===== src/rtl/seg7_scan_driver.sv =====
// Time-multiplexed common-anode 7-segment driver: one digit per dwell, anti-ghost
// blanking at the start of each dwell, leading-zero suppression and per-digit blink.

module seg7_scan_lane (
  input  logic [3:0] nib,
  input  logic       dp,
  input  logic       blank,
  input  logic       blink,
  input  logic       phase,
  input  logic       supp,
  output logic [7:0] seg,
  output logic       dark
);
  logic [6:0] hex;

  // segments g..a, active low
  always_comb begin
    hex = 7'h7F;
    unique case (nib)
      4'h0: hex = 7'h40;
      4'h1: hex = 7'h79;
      4'h2: hex = 7'h24;
      4'h3: hex = 7'h30;
      4'h4: hex = 7'h19;
      4'h5: hex = 7'h12;
      4'h6: hex = 7'h02;
      4'h7: hex = 7'h78;
      4'h8: hex = 7'h00;
      4'h9: hex = 7'h10;
      4'hA: hex = 7'h08;
      4'hB: hex = 7'h03;
      4'hC: hex = 7'h46;
      4'hD: hex = 7'h21;
      4'hE: hex = 7'h06;
      4'hF: hex = 7'h0E;
    endcase
  end

  assign seg  = {~dp, hex};
  assign dark = blank | supp | (blink & phase);
endmodule

module seg7_scan_driver #(
  parameter int NUM_DIGITS   = 4,
  parameter int DWELL_CYCLES = 50000,
  parameter int BLANK_CYCLES = 500,
  parameter int BLINK_CYCLES = 12500000
) (
  input  logic                    clk,
  input  logic                    reset_n,
  input  logic                    load,
  input  logic [4*NUM_DIGITS-1:0] digits_in,
  input  logic [NUM_DIGITS-1:0]   dp_in,
  input  logic [NUM_DIGITS-1:0]   blank_in,
  input  logic [NUM_DIGITS-1:0]   blink_in,
  input  logic                    lz_suppress,
  output logic [7:0]              leds,
  output logic [NUM_DIGITS-1:0]   digit_en
);
  localparam int DW = $clog2(DWELL_CYCLES);
  localparam int IW = $clog2(NUM_DIGITS);
  localparam int BW = (BLINK_CYCLES > 1) ? $clog2(BLINK_CYCLES) : 1;

  localparam logic [DW-1:0] DWELL_LAST = DW'(DWELL_CYCLES - 1);
  localparam logic [DW-1:0] BLANK_END  = DW'(BLANK_CYCLES);
  localparam logic [IW-1:0] IDX_LAST   = IW'(NUM_DIGITS - 1);
  localparam logic [BW-1:0] BLINK_LAST = BW'(BLINK_CYCLES - 1);

  typedef struct packed {
    logic [NUM_DIGITS-1:0][3:0] digits;
    logic [NUM_DIGITS-1:0]      dp;
    logic [NUM_DIGITS-1:0]      blank;
    logic [NUM_DIGITS-1:0]      blink;
    logic                       lz;
  } disp_t;

  localparam disp_t DISP_RST = '{digits: '0, dp: '0, blank: '1, blink: '0, lz: 1'b0};

  disp_t                 cap, pend, act;
  logic                  pend_valid;
  logic [DW-1:0]         dwell_cnt;
  logic [IW-1:0]         idx;
  logic                  boundary;
  logic [BW-1:0]         blink_cnt;
  logic                  phase;
  logic [NUM_DIGITS-1:0] supp;
  logic [NUM_DIGITS-1:0][7:0] lane_seg;
  logic [NUM_DIGITS-1:0] lane_dark;

  assign cap      = {digits_in, dp_in, blank_in, blink_in, lz_suppress};
  assign boundary = (dwell_cnt == DWELL_LAST);

  // A load on the boundary edge lands in pending and waits a full dwell.
  always_ff @(posedge clk or negedge reset_n) begin
    if (!reset_n) begin
      dwell_cnt  <= '0;
      idx        <= '0;
      pend       <= DISP_RST;
      act        <= DISP_RST;
      pend_valid <= 1'b0;
    end else begin
      if (boundary) begin
        dwell_cnt <= '0;
        idx       <= (idx == IDX_LAST) ? '0 : idx + 1'b1;
        if (pend_valid) act <= pend;
      end else begin
        dwell_cnt <= dwell_cnt + 1'b1;
      end
      if (load) begin
        pend       <= cap;
        pend_valid <= 1'b1;
      end else if (boundary) begin
        pend_valid <= 1'b0;
      end
    end
  end

  always_ff @(posedge clk or negedge reset_n) begin
    if (!reset_n) begin
      blink_cnt <= '0;
      phase     <= 1'b0;
    end else if (blink_cnt == BLINK_LAST) begin
      blink_cnt <= '0;
      phase     <= ~phase;
    end else begin
      blink_cnt <= blink_cnt + 1'b1;
    end
  end

  // Walk down from the top digit; a blanked digit does not stop the zero run.
  always_comb begin
    logic above_dark;
    above_dark = 1'b1;
    supp       = '0;
    for (int i = NUM_DIGITS - 1; i > 0; i--) begin
      supp[i]    = act.lz && (act.digits[i] == 4'h0) && !act.dp[i] && above_dark;
      above_dark = above_dark && (supp[i] || act.blank[i]);
    end
  end

  for (genvar g = 0; g < NUM_DIGITS; g++) begin : g_lane
    seg7_scan_lane u_lane (
      .nib   (act.digits[g]),
      .dp    (act.dp[g]),
      .blank (act.blank[g]),
      .blink (act.blink[g]),
      .phase (phase),
      .supp  (supp[g]),
      .seg   (lane_seg[g]),
      .dark  (lane_dark[g])
    );
  end

  always_ff @(posedge clk or negedge reset_n) begin
    if (!reset_n) begin
      leds     <= 8'hFF;
      digit_en <= '1;
    end else if ((dwell_cnt < BLANK_END) || lane_dark[idx]) begin
      leds     <= 8'hFF;
      digit_en <= '1;
    end else begin
      leds     <= lane_seg[idx];
      digit_en <= ~(NUM_DIGITS'(1) << idx);
    end
  end
endmodule

===== config.mk =====
export PLATFORM = sky130hd
export DESIGN_NAME = seg7_scan_driver
export DESIGN_NICKNAME = d
export VERILOG_FILES = /design/src/rtl/seg7_scan_driver.sv
export SDC_FILE = /design/constraint.sdc
export NUM_CORES = 1
export LEC_CHECK = 0
export CORE_ASPECT_RATIO = 0.5
export CORE_UTILIZATION = 50
export CTS_BUF_LIST = sky130_fd_sc_hd__clkbuf_8
export DETAILED_ROUTE_END_ITERATION = 10
export HOLD_SLACK_MARGIN = 0.03
export PLACE_DENSITY = 0.7
export SYNTH_ARGS = -nofsm -noshare
export SYNTH_HDL_FRONTEND = slang
export SYNTH_SLANG_ARGS = --single-unit

===== constraint.sdc =====
create_clock -name clk -period 2.9 [get_ports clk]
set_clock_uncertainty 0.1 [all_clocks]
set_input_delay 0.58 -clock clk [delete_from_list [all_inputs] [get_ports clk]]
set_output_delay 0.58 -clock clk [all_outputs]
set_load 0.1 [all_outputs]

==> results of run 1 <==
==> flip-flops by register name, indices dropped and copies added, names as in the netlist <==
| signal | cells |
|---|---|
| pend | 29 |
| leds | 8 |
| pend_valid | 1 |
| act | 29 |
| dwell_cnt | 16 |
| digit_en | 4 |
| idx | 2 |
| phase | 1 |
| blink_cnt | 24 |
==> cells in the final DEF (no fill, tap or decap), types with 12 or more instances in the layout <==
cell	netlist	final
a21oi_1	13	13
buf_4	0	23
clkbuf_8	0	20
clkdlybuf4s50_1	0	30
dfrtp_1	94	94
dfstp_2	20	20
ha_1	27	27
inv_1	20	21
mux2_2	54	54
nand2_1	35	35
nand3_1	23	23
nor2_1	29	29
o211ai_1	12	12
o21ai_0	22	22
xnor2_1	15	15
==> worst max path at each step <==
stage | startpoint | endpoint | slack (ns) | depth (start not counted)
after floorplan | dwell_cnt[13] | act[13] | 0.71 | 6
after global placement | act[25] | leds[5] | 0.74 | 7
after detailed placement | act[25] | leds[5] | 0.68 | 7
after CTS | act[25] | leds[0] | 0.65 | 8
after global routing | act[26] | leds[0] | 0.40 | 8
final | act[25] | leds[0] | 0.60 | 8
==> report_power, final <==
part,internal [mW],switching (mW),total [mW]
registers,1.64,0.0211,1.66
clock network,0.920,0.675,1.60
logic,0.0775,0.0536,0.131
total,2.63,0.750,3.38
==> kinds of logic (layout without fill, tap and decap cells) <==
kind of cell               count (synthesis)  in the layout
xor gates and xnor gates                  26             26
AOI/OAI and AO/OA                         79             79
DFF                                      114            114
adders and majority gates                 27             27
and+or+nand+nor                          143            143
buffers and inverters                     45            108
muxes                                     78             78
==> per-layer routing <==
layer	global-route usage	share of wire	wire, microns	vias to the layer above
met5	0	0	0	-
met4	0.0683	0.012	135	0
met3	0.0497	0.034	387	13
met2	0.306	0.44	5000	57
met1	0.301	0.51	5830	1962
li1	-	-	-	1946
==> through the flow <==
step / cells / hold slack (ns) / util / setup slack, ns / power (mW)
after detailed placement: 701 / 0.373 / 0.576 / 0.676 / 1.82
after global placement: 701 / 0.360 / 0.576 / 0.735 / 1.82
after global routing: 734 / 0.405 / 0.616 / 0.397 / 3.51
after floorplan: 512 / 0.184 / - / 0.707 / 1.73
final: 734 / 0.384 / 0.616 / 0.604 / 3.38
after CTS: 734 / 0.389 / 0.616 / 0.652 / 3.42
==> what timing repair did <==
action	in CTS	in global routing
setup buffers	0	0
hold buffers	1	0
hold endpoints to repair	31	0
==> layout make-up <==
class	instances	area [sq um]
Tap cell	159	199
Clock buffer	20	275
Clock inverter	12	156
Inverter	21	78.8
Multi-Input combinational cell	353	2800
Timing Repair Buffer	55	503
Sequential cell	114	2880
Fill cell	915	4300
==> cells in the mapped netlist, types with 7 or more instances <==
library cell	instances
nand2_1	35
nand3_1	23
nor3_1	9
xor2_1	11
dfrtp_1	94
xnor2_1	15
mux2_4	10
clkbuf_1	19
nor2_1	29
mux2_2	54
o21ai_0	22
dfstp_2	20
nand4_1	7
a211oi_1	10
o211ai_1	12
ha_1	27
a21oi_1	13
inv_1	20
mux2i_1	9
==> worst max-delay path, stage by stage (launching register included) <==
cell	delay (ns)
dfrtp_1	0.45
inv_1	0.14
ha_1	0.22
nor4b_1	0.50
o21ai_0	0.17
o211ai_1	0.19
a32oi_1	0.15
buf_4	0.23
nand3_1	0.08
==> out/results.ini, run 1 <==
[outcome]
status=completed

[critical_path]
reg2reg_depth=8
cp_max_fo=8
r2r_end=leds[0]
required_ns=3.16
r2r_slack_ns=0.60
crit_path_start_kind=register
r2r-start=act[25]
cp.arrival_ns=2.56
path_class=reg2reg
end_kind=register

[placement]
dp_hpwl_mm=7.93
place.gp.congestion=0.867
placed_area_sq_mm=0.00644
port_buffers=43

[synth]
synth_top_family_by_area=multiplexers
ys.warnings.count=0
synth-main-ff-cell=dfrtp_1
synth-simple-area-share=0.128
synthCells=512
synthAdderAreaFrac=0.0577
synth_area_sq_mm=0.00586
synth_top_area_share=0.401
synth_xor_area_frac=0.0389
synth_area_leaders=dfrtp_1 (40%), mux2_2 (10%), dfstp_2 (9.0%)
synth_seq_cells=114
async_reset_ff_frac=1.00
avgSynthCellArea_sq_um=11.4
yosys.area.top_type=dfrtp_1
ys_seq_area_frac=0.491
synth.distinct_cells=55
synthMuxAreaShare=0.164
syn_nets=571
synth_edf_count=0
synth-compound-area-share=0.0890

[min_path]
worstHoldStart=blink_cnt[19]
whs_path_depth=1
min_path_type=reg2reg
hold_end=blink_cnt[19]

[global_routing]
antenna_found_initial=0
grt_pass1_wl_mm=19.4
grt_pass1_vias=3843
overflow=0
grt_max_degree=54
track_usage=0.208

[power_and_ir_drop]
peakVddDrop_mv=0.276
leakage_nw=2.88
p_per_area_mw_per_mm2=491

[routing]
wl_mm=11.3
antenna_left=0
route.detailed.wl_per_inst_microns=15.5
drt_first_iter_violations=187
dr_total_vias=3978
avgViaCountPerCell=5.42
drt_pass1_iterations=4
drc=0

[sta]
fmax_mhz=435
setup_viol=0
finalHoldViolations=0
slew_headroom=0.614
rsz0062_at_grt=no
post-route-min-period_ns=2.30
worst_pin_slew_ns=0.572
fin_crit_sh=0.792
timing.setup.tns_ns=0
timing.final.max_slew_violations=0

[clock_network]
cts.path.max_buffers=2
clockRootBuffer=clkbuf_8
htree_levels=4
cts.sinks=114
ctsResizeCount=0
cts_buffers=17
cts_tree=yes
clk_pin_slew_worst_paths_ns=0.07
clkLatencyLatePin_ns=0.43

[finish]
syn_to_final_growth_pct=17.5
drive_gt1_frac=0.263
fin_area_sq_mm=0.00689
n_antenna_cell=0
fin_nets=621

[floorplan]
die-area_sq_mm=0.0122
die_w_microns=155
pin_count=44
core_area_sq_mm=0.0112
die_h_microns=78.5
rows=27
initial_core_util=0.524

[run]
maxCapViolCount=0

Power figures use the tool's default switching activity.
==> inputs of run 2 (changes only) <==
- PLACE_DENSITY: 0.7 -> 0.73
- clock period: 2.9 -> 2 ns (I/O delays scaled with it)
==> run 2 against run 1 <==
  * The run now ends with setup timing left
  * Sequential power up 45%
  * Setup slack got worse by 0.66 ns
  * Global-route usage up 1.4 points
  * Combinational power grew 54%
  * Clock power up 47%
  * Hold slack worse by 0.030 ns
  * First-iteration DRC count decreased by 1.1%
  * Critical endpoint is now act[18]
  * Largest power group unchanged
  * Highest routed layer unchanged
==> out/results.ini, run 2 (same netlist as run 1, synthesis figures left out) <==
[power_and_ir_drop]
p_total_mw=4.96  ; +47%
peakVddDrop_mv=0.466  ; +69%
p_switching_mw=1.08  ; +44%
p_int_mw=3.88  ; +47%
p_per_area_mw_per_mm2=641  ; +30%
swShare=0.218  ; -0.00340
clkPwrFrac=0.474  ; +0.002
leakage_nw=3.40  ; +18%
p_seq_frac=0.485  ; -0.005
pwr-share-comb=0.041  ; +0.002

[sta]
setup_viol=24  ; +24
timing.final.max_slew_violations=0  ; unchanged
worst_slack_ns=-0.0538  ; -0.657 ns
hold_ws_ns=0.354  ; -0.0305 ns
fmax_mhz=487  ; +12%
finalHoldViolations=0  ; unchanged
worst_pin_slew_ns=0.447  ; -0.125 ns
timing.setup.tns_ns=-0.627  ; -0.627 ns
fin_crit_sh=1.03  ; +0.235
slew_headroom=0.702  ; +0.0884
post-route-min-period_ns=2.05  ; -0.243 ns
rsz0062_at_grt=yes

[finish]
syn_to_final_growth_pct=32.0
drive_gt1_frac=0.377  ; +0.115
fin_nets=693  ; +12%
fin_area_sq_mm=0.00773  ; +12%
n_antenna_cell=0  ; unchanged
mostFrequentLayoutCells=dfrtp_1 (94), buf_4 (77), mux2_2 (54)
largestRegisters=act x29, pend x29, blink_cnt x24
n_fill_cell=790  ; -14%
final_common_cell=dfrtp_1

[critical_path]
path_cells=or4_4 > nor4_4 > nand2_2 > buf_12 > mux2_4
cp_max_fo=20  ; +12
required_ns=2.22  ; -0.94 ns
cp.arrival_ns=2.27  ; -0.29 ns
crit_slowest_cell=or4_4
end_kind=register
path_class=reg2reg
max_stage_delay_ns=0.56  ; +0.06 ns
crit_path_start_kind=register

[global_routing]
track_usage=0.222  ; +0.0143
grt_pass1_wl_mm=20.8  ; +7.5%
grt_pass1_vias=4277  ; +11%
grt_max_degree=42  ; -22%
antenna_found_initial=0  ; unchanged
overflow=0  ; unchanged

[run]
maxCapViolCount=0  ; unchanged

[placement]
place.gp.congestion=0.948  ; +9.3%
port_buffers=43  ; unchanged
place_ws_ns=-0.110  ; -0.786 ns
dp_hpwl_mm=8.95  ; +13%
placed_area_sq_mm=0.00710  ; +10%

[floorplan]
die-area_sq_mm=0.0122  ; unchanged
die_h_microns=78.5  ; unchanged
initial_core_util=0.524  ; unchanged
core_area_sq_mm=0.0112  ; unchanged
pin_count=44  ; unchanged
die_w_microns=155  ; unchanged
rows=27  ; unchanged

[clock_network]
clockRootBuffer=clkbuf_8
clk_pin_slew_worst_paths_ns=0.08  ; about the same
cts_tree=yes
cts.sinks=114  ; unchanged
htree_levels=4  ; unchanged
cts.path.max_buffers=2  ; unchanged
cts_buffers=17  ; unchanged
clkLatencyLatePin_ns=0.44  ; about the same

[routing]
dr_total_vias=4362  ; +9.7%
route.detailed.wl_per_inst_microns=15.5  ; +0.55%
drt_pass1_iterations=5  ; +1
antenna_left=0  ; unchanged
drc=0  ; unchanged
drt_first_iter_violations=185  ; -1.1%
wl_mm=12.5  ; +10%
avgViaCountPerCell=5.41  ; -0.14%

[outcome]
violations=setup timing
status=finished with violations

[min_path]
min_path_type=in2async

==> run 2: cell types whose count changed in the layout (fill, tap and decap cells not counted), sizes merged <==
cell / delta
buf: +72
clkbuf: -2
clkinv: +1
bufinv: +1
==> run 2: routing by layer <==
layer,share of wire,global-route usage,vias to the layer above
met2,0.48,0.364,103
li1,-,-,2089
met4,0.012,0.0673,0
met1,0.45,0.286,2156
met5,0,0,-
met3,0.051,0.0652,14
==> run 2: final cells by class <==
class | count | area (sq um) | area share
Clock buffer | 18 | 248 | 0.0320
Clock inverter | 14 | 188 | 0.0243
Inverter | 21 | 78.8 | 0.0102
Multi-Input combinational cell | 353 | 2890 | 0.374
Sequential cell | 114 | 2880 | 0.372
Tap cell | 159 | 199 | 0.0257
Timing Repair Buffer | 127 | 1250 | 0.162
==> run 2: power by group through the flow <==
stage	Clock [mW]	Combinational, mW	Sequential, mW
2_1_floorplan	0	0.0717	2.43
3_3_place_gp	0	0.199	2.44
3_5_place_dp	0	0.206	2.45
4_1_cts	2.39	0.208	2.40
5_1_grt	2.49	0.223	2.41
6_report	2.35	0.202	2.40
==> run 2: through the flow <==
step	utilization	std cells
after floorplan	-	512
after global placement	0.635	760
after detailed placement	0.635	760
after CTS	0.682	799
after global routing	0.692	806
final	0.692	806
==> run 2: critical path: cells and delay by family (launching register included) <==
family	cells	cell delay, ns
buffers and inverters	1	0.18
flip-flops	1	0.40
multiplexers	1	0.30
AND/OR/NAND/NOR	3	0.92
==> run 2: worst paths after layout <==
path,startpoint,endpoint,slack [ns],depth (start not counted)
worst max-delay path,dwell_cnt[13],act[18],-0.05,5
worst min-delay path,reset_n,pend[10],0.35,2
worst max register to register,dwell_cnt[13],act[18],-0.05,5
worst min register to register,blink_cnt[4],blink_cnt[4],0.38,1
max in group asynchronous,reset_n,leds[1],0.81,3
min in group clk,blink_cnt[4],blink_cnt[4],0.38,1
==> run 2: timing repair <==
action                                  in CTS  in global routing
resized for setup                           10                 17
hold endpoints to repair                    26                  0
endpoints found under the setup margin      33                 44
hold buffers                                 1                  0
setup buffers                                6                  8
pin swaps                                    3                  3
==> inputs of run 3 (changes only) <==
- PLACE_DENSITY: 0.73 -> 0.74
==> run 3 against run 2 <==
  * Cell area decreased by 1.1%
  * Clock-buffer cell count increased by 1
  * Sequential power barely moved
  * Non-clock buffer count is 12 lower
  * Critical path depth rose by 1
  * The flow still finishes with violations (setup timing)
  * Sequential share of layout area increased by 0.41 points
  * Total power grew 2.0%
  * Critical endpoint is now leds[3]
  * Clock power up 4%
  * Hold slack better by 0.011 ns
  * Setup slack better by 0.013 ns
  * Global-route usage is 0.44 points lower
  * Die area unchanged
==> out/results.ini, run 3 (same netlist as run 1, synthesis figures left out) <==
[global_routing]
track_usage=0.218  ; -0.00445
grt_max_degree=40  ; -4.8%
antenna_found_initial=0  ; unchanged
overflow=0  ; unchanged
grt_pass1_vias=4187  ; -2.1%
grt_pass1_wl_mm=20.4  ; -2.0%

[finish]
fin_nets=681  ; -1.7%
n_fill_cell=787  ; -0.38%
final_common_cell=dfrtp_1
n_antenna_cell=0  ; unchanged
regArea_sq_mm=0.00288  ; about the same
multi_input_area_sq_mm=0.00288  ; -0.26%
mostFrequentLayoutCells=dfrtp_1 (93), buf_4 (66), mux2_2 (54)
drive_gt1_frac=0.353  ; -0.0244
largestRegisters=act x29, pend x29, blink_cnt x24
syn_to_final_growth_pct=30.6
fin_cells=794  ; -1.5%

[sta]
fmax_mhz=490  ; +0.61%
post-route-min-period_ns=2.04  ; -0.0125 ns
worst_slack_ns=-0.0413  ; +0.0125 ns
timing.final.max_slew_violations=0  ; unchanged
fin_crit_sh=1.02  ; -0.00626
slew_headroom=0.698  ; -0.00413
setup_viol=4  ; -83%
rsz0062_at_grt=yes
finalHoldViolations=0  ; unchanged
worst_pin_slew_ns=0.453  ; +0.00619 ns

[critical_path]
cp.arrival_ns=2.31  ; +0.04 ns
required_ns=2.27  ; +0.05 ns
cp_max_fo=3  ; -85%
crit_path_start_kind=register
end_kind=register
path_class=reg2reg

[routing]
antenna_left=0  ; unchanged
dr_total_vias=4251  ; -2.5%
route.detailed.wl_per_inst_microns=15.4  ; -1.1%
wl_mm=12.2  ; -2.5%
drt_first_iter_violations=240  ; +30%
avgViaCountPerCell=5.35  ; -1.1%
drt_pass1_iterations=4  ; -1
drc=0  ; unchanged

[min_path]
min_path_type=in2async

[clock_network]
cts.path.max_buffers=2  ; unchanged
htree_levels=4  ; unchanged
clockRootBuffer=clkbuf_8
cts.sinks=114  ; unchanged
cts_buffers=17  ; unchanged
clk_pin_slew_worst_paths_ns=0.07  ; about the same
clkLatencyLatePin_ns=0.43  ; about the same
cts_tree=yes

[power_and_ir_drop]
peakVddDrop_mv=0.393  ; -16%
p_total_mw=5.06  ; +2.0%
leakage_nw=3.37  ; -1.1%
p_per_area_mw_per_mm2=661  ; +3.1%

[floorplan]
core_area_sq_mm=0.0112  ; unchanged
die_h_microns=78.5  ; unchanged
die-area_sq_mm=0.0122  ; unchanged
rows=27  ; unchanged
initial_core_util=0.524  ; unchanged
pin_count=44  ; unchanged
die_w_microns=155  ; unchanged

[placement]
place.gp.congestion=0.882  ; -7.0%
dp_hpwl_mm=8.69  ; -2.9%
dp_cells=754  ; -0.79%
port_buffers=43  ; unchanged

[outcome]
violations=setup timing
status=finished with violations

[run]
maxCapViolCount=0  ; unchanged

run 3: repair_timing:
action / CTS / global route
gates resized for setup: 6 / 9
pin swaps: 2 / 1
endpoints found under the setup margin: 13 / 38
buffers inserted: 3 / 4
endpoints found under the hold margin: 24 / 0
hold buffers: 1 / 0
run 3: power breakdown:
part / leakage (nW) / switching (mW) / internal [mW] / total [mW]
Sequential: 1.43 / 0.0289 / 2.37 / 2.40
Combinational: 1.70 / 0.0836 / 0.119 / 0.203
Clock: 0.239 / 0.922 / 1.53 / 2.45
Total: 3.37 / 1.03 / 4.02 / 5.06
run 3: area by class of cell:
cell class                      count  area share
Multi-Input combinational cell    353       0.377
Sequential cell                   114       0.376
Timing Repair Buffer              115       0.151
Clock buffer                       19      0.0342
Tap cell                          159      0.0260
Clock inverter                     13      0.0252
Inverter                           21      0.0103
run 3: final timing paths:
path,start,to,slack (ns),cells past startpoint
max,act[21],leds[3],-0.04,6
min,reset_n,blink_cnt[7],0.37,2
max reg2reg,act[21],leds[3],-0.04,6
min reg2reg,blink_cnt[4],blink_cnt[4],0.39,1
max in group asynchronous,reset_n,leds[5],0.80,3
min in group clk,blink_cnt[4],blink_cnt[4],0.39,1
run 3: metrics by stage:
| stage | setup WS [ns] | hold WS (ns) | area, sq um | util | TNS (ns) |
|---|---|---|---|---|---|
| finish | -0.0413 | 0.365 | 7650 | 0.684 | -0.0854 |
| global route | -0.102 | 0.383 | 7650 | 0.684 | -1.31 |
| CTS | -0.0601 | 0.353 | 7570 | 0.677 | -0.109 |
| detailed placement | -0.109 | 0.282 | 7060 | 0.631 | -0.655 |
| global placement | -0.0235 | 0.278 | 7060 | 0.631 | -0.108 |
| floorplan | -0.0490 | 0.00441 | 5880 | - | -0.490 |
run 3: layer usage:
layer | GRT usage | wire, microns
met1 | 0.303 | 5950
met2 | 0.332 | 5600
met5 | 0 | 0
met4 | 0.0772 | 110
met3 | 0.0530 | 553
run 3: critical path, stage by stage (launching register included):
cell and delay [ns]:
dfrtp_1 0.40, inv_2 0.07, ha_2 0.31, inv_1 0.05
mux4_2 0.44, mux4_2 0.47, nand2b_4 0.15
